[config.mk]
export PLATFORM = sky130hd
export DESIGN_NAME = prescaler
export DESIGN_NICKNAME = d
export VERILOG_FILES = /design/src/rtl/prescaler.sv
export SDC_FILE = /design/constraint.sdc
export NUM_CORES = 1
export LEC_CHECK = 0
export ABC_CLOCK_PERIOD_IN_PS = 1700
export CAP_MARGIN = 10
export CORE_UTILIZATION = 48
export DETAILED_ROUTE_END_ITERATION = 12
export GPL_TIMING_DRIVEN = 1
export PLACE_DENSITY_LB_ADDON = 0.05
export SYNTH_ARGS = -nofsm -noshare
export SYNTH_HDL_FRONTEND = slang
export SYNTH_SLANG_ARGS = --single-unit
[constraint.sdc]
create_clock -name clk -period 1.7 [get_ports clk]
set_input_delay 0.17 -clock clk [delete_from_list [all_inputs] [get_ports clk]]
set_output_delay 0.17 -clock clk [all_outputs]
set_load 0.01 [all_outputs]
[src/rtl/prescaler.sv]
// Prescaler: emits a one-cycle registered tick every N enabled clock cycles,
// where N is derived at elaboration from a target interval and the clock period.
module prescaler #(
    parameter logic [15:0] CNT_TIME_NS   = 16'd1000,
    parameter logic [15:0] CLK_PERIOD_NS = 16'd40
) (
    input  logic        clk,
    input  logic        rst_n,
    input  logic        en,
    output logic        out,
    output logic [15:0] cnt_dbg
);

    // A requested interval shorter than one clock period degenerates to N=1.
    localparam logic [15:0] QUOT     = CNT_TIME_NS / CLK_PERIOD_NS;
    localparam logic [15:0] N        = (QUOT == 16'd0) ? 16'd1 : QUOT;
    localparam logic [15:0] TERM_CNT = N - 16'd1;

    logic [15:0] cnt;

    always_ff @(posedge clk or negedge rst_n) begin
        if (!rst_n) begin
            cnt <= 16'd0;
            out <= 1'b0;
        end else if (!en) begin
            cnt <= 16'd0;
            out <= 1'b0;
        end else if (cnt == TERM_CNT) begin
            cnt <= 16'd0;
            out <= 1'b1;
        end else begin
            cnt <= cnt + 16'd1;
            out <= 1'b0;
        end
    end

    assign cnt_dbg = cnt;

endmodule

-- After elaboration in Yosys (flattened, before gate mapping)
Index checks and enable logic that the tools add are counted.
- register bits: 17
- bits of input ports: 3
- output and inout bits: 17
- logic and storage cells: 8
- add/sub/neg operators: 1
- equality and inequality tests: 1
- muxes and demuxes: 4
- operator list (cell ; count):
    16-bit two-way mux ; 2
    16-bit by 1-bit adder with 16-bit output, second input constant ; 1
    16-bit by 5-bit equality test with 1-bit output, second input constant ; 1
    1-bit two-way mux ; 2

-- Depth between registers and ports, before layout
- depth after elaboration: 3
- mapped depth: 7
- mapped depth without buffers: 6

-- Worst setup path after synthesis
No wires, ideal clock.
- path kind: register -> register
- from: register cnt[0], in the netlist cnt_dbg[0]
- to: register cnt[11], in the netlist cnt_dbg[11]
- library setup time: 0.119 ns
- arrival: 1.372 ns
- data required time: 1.581 ns
- path slack: 0.210 ns
- stages on the path, launching flop included: 8
- buffers on the path: 1
- period minus slack after synthesis: 1.490 ns
- cell sequence: dfrtp_1 -> inv_1 -> ha_1 -> nor4b_1 -> nand4_1 -> nand2_2 -> buf_4 -> nor2_1
- longest elaborated chain between the ends: 3
- elaborated cells on any way between the ends: 4
- those cells by class: add/sub: 1; eq/ne: 1; mux: 2
- ends and longest elaborated chain (item ; RTL line ; text):
    start, declared ; 19 ; logic [15:0] cnt;
    start signal, assigned ; 32 ; cnt <= cnt + 16'd1;
    16-bit by 1-bit adder with 16-bit output or 16-bit by 5-bit equality test with 1-bit output (tied branches) ; 32, 28 ;
    16-bit two-way mux * ; 28 ; end else if (cnt == TERM_CNT) begin
    16-bit two-way mux * ; 25 ; end else if (!en) begin
Every way passes the cells marked *; elsewhere a longest branch is shown, timed or not.

-- Final worst setup path
- from: register cnt[3], in the netlist cnt_dbg[3]
- to: output port cnt_dbg[3]
- RTL lines (item ; RTL line ; text):
    end, declared ; 11 ; output logic [15:0] cnt_dbg
No word-level cell between the ends.

==> results.md <==
* Met2 WL post-DR at 898 µm
* DIE WIDTH at between 40 and 50 µm
* Seq/Total Area, Yosys at between 40 and 50%
* DR top layer: met4
* Worst EP arrival at approximately 1.4 ns
* RSZ-0062 raised after global routing: false
* Final Hold Viols at 0
* Die area at about 2000 µm²
* Tot GR Track Use at between 20% and 30%
* Critical path destination: cnt_dbg[3]
* Post-Syn Area at about 860 µm²
* Worst Path Buf+Inv at 1
* Slew HR at around three quarters
* Rows at 14
* Starting density of the core at a little over half
* Max_cap viols at 0
* Syn_area_per_cell at 10.0 µm²
* Register-to-register setup slack at 0.13 ns
* Period utilization at between 90% and 100%
* CTS clk-pin slew, worst paths at 0.10 ns
* Routed wire per std cell at roughly 14 µm
* Synthesis Warnings at 0
* TritonCTS clock tree: yes
* DRC at 0
* Diodes inserted at 0
* Initial antenna violation count at 0
* P&R area growth vs syn at 31.6%
* Setup-failing EPs final at 0
* CP endpoint kind: output port
* Drt first pass iters at 4
* TNS Setup at 0 ns
* Via density at 5.28
* Max Clk Rate at 639 MHz
* WP depth at 1
* Worst setup path startpoint: cnt_dbg[3]$_DFF_PN0_
* Core Region at between 1500 and 2000 µm²
* Status: finished, final reports clean
* Post-CTS Hold Buffers at 0
* Yosys cell types at 20
* H-tree levels at 1
* Worst-Margin Slew at 0.366 ns
* Root buffer selected by CTS: clkbuf_4
* Die Y at approximately 44 µm
* Worst-path cell chain: clkdlybuf4s50_1
* TritonCTS Sinks at 17
* Drt initial violations at 16
* Syn Inst Count at 86
* Routed length on met1 at approximately 840 µm
* #FFs+latches synth at 17
* Skew final at 0.000937 ns
* CTS buffer count at 3
* Final WL at 1.85 mm
* Routed vias at roughly 700
* Worst r2r dst: cnt_dbg[12]$_DFF_PN0_
* GR Overflow Total at 0
* Max-slew violation count at 0
* CP max stage delay at 0.60 ns
* IO Count at 20
* Fill count at roughly 120
* Leak at approximately 0.45 nW
* CP Class: reg2out
* PortBufs at 19
* Final net count at between 100 and 150
* Peak supply drop at about 0.43 mV
* Fraction of layout cells with a size suffix above 1 at about an eighth
* Period minus WS final at 1.57 ns
* CTS Buffer Depth at 2
* Fin util at between 70 and 80%
* CP max FO at 7
* Clock insertion delay at the later pin of the skew report at about 0.29 ns
* Mapped Nets at 91
* Post-DRT Antenna Nets at 0
* FF-to-FF path depth at 5
* Vias in the first global route at roughly 660
* GP Congestion at 0.775
* WP data required at between 1.5 and 2 ns
* Metal3 WL at between 90 and 100 µm
* Crit-path slowest cell: clkdlybuf4s50_1
* Largest net degree at the start of global routing at 18
* First-pass GRT wire length at between 2 and 3 mm
* R2R Path Start: cnt_dbg[0]$_DFF_PN0_
* Pwr Density at 615 nW/µm²
* Crit-path leading delay family: buffers and inverters
* Hold/Removal Path Class: in2async
* Element type at the critical path start: flip-flop
* Post-DP HPWL at 1.32 mm
## through the flow
step | instance area (µm²) | hold WS (ns) | worst slack [ns] | power [mW] | std cells
floorplan | 860 | -0.126 | 0.210 | 0.450 | 86
global placement | 1070 | 0.504 | 0.0855 | 0.479 | 128
detailed placement | 1070 | 0.513 | 0.0358 | 0.481 | 128
CTS | 1100 | 0.188 | 0.0243 | 0.698 | 132
global route | 1130 | 0.220 | 0.0104 | 0.724 | 134
finish | 1130 | 0.186 | 0.134 | 0.695 | 134
## logic make-up (layout without fill, tap and decap cells)
kind of cell               after synthesis  after routing  share of synthesized area (%)
xor gates and xnor gates                14             14                           14.3
adders and majority gates                2              2                           2.91
buffers and inverters                    7             30                           3.64
DFF                                     17             17                           49.5
and+or+nand+nor                         46             47                           29.7
## state kept, by name, summed over array words and instances, names as in the netlist
name	cells
cnt_dbg	16
out	1
## metal layers
layer,vias up,GRT usage (%)
met2,23,34.7
met5,-,0
met4,0,10.9
li1,341,-
met3,2,2.86
met1,341,27.8
## worst min-delay path by stage
| stage | to | depth (start not counted) |
|---|---|---|
| after floorplan | cnt_dbg[0]$_DFF_PN0_ | 0 |
| after global placement | cnt_dbg[0]$_DFF_PN0_ | 1 |
| after detailed placement | out$_DFF_PN0_ | 2 |
| after CTS | out$_DFF_PN0_ | 2 |
| after global routing | out$_DFF_PN0_ | 2 |
| final | out$_DFF_PN0_ | 2 |
## cell type report
| class | count | area, µm² | area share [%] |
|---|---|---|---|
| multi-input cells | 63 | 425 | 37.6 |
| well taps | 24 | 30.0 | 2.65 |
| repair buffers | 21 | 205 | 18.1 |
| clock buffers | 4 | 26.3 | 2.32 |
| flip-flops and latches | 17 | 425 | 37.6 |
| inverters | 5 | 18.8 | 1.66 |
## where the power goes
group	internal (mW)	switching (mW)	leakage, nW
sequential	0.410	0.00947	0.235
combinational	0.0260	0.0303	0.203
clock	0.0913	0.128	0.0150
## Yosys cell counts
cell type  number  share of area (%)
inv_1           5                2.2
ha_1            2                2.9
nor2_2          4                2.9
nor4b_1         1                1.0
nand3_1         6                3.5
nor3_1          4                2.3
and4bb_1        1                1.5
nor4_1          5                3.6
buf_4           1               0.87
buf_2           1               0.58
dfrtp_1        17                 49
nor2_1         15                6.5
nand4_1         3                2.2
and3_1          1               0.73
nand4_4         1                2.5
nand2_2         1               0.73
xnor2_1        11                 11
nand2_1         3                1.3
xor2_1          3                3.1
and3_2          1               0.87
## repair_timing
action / in CTS / in global routing
gates resized for setup: 0 / 3
setup buffers: 0 / 1
setup endpoints to repair: 0 / 15
## cells in the final DEF, fill, tap and decap left out
master           instances
nor2_2                   4
nand4_1                  3
clkbuf_1                 1
nor4_1                   4
xnor2_1                 11
clkbuf_4                 3
nand2_1                  3
nor3_1                   4
xor2_1                   3
nand2_4                  2
clkdlybuf4s50_1         19
nand3_1                  6
inv_1                    5
and3_2                   1
dfrtp_1                 17
and4bb_1                 1
and3_1                   1
ha_1                     2
nand4_4                  1
nor2_1                  15
nor4_2                   1
nor4b_1                  1
buf_4                    2
(Power assumes the default switching activity.)
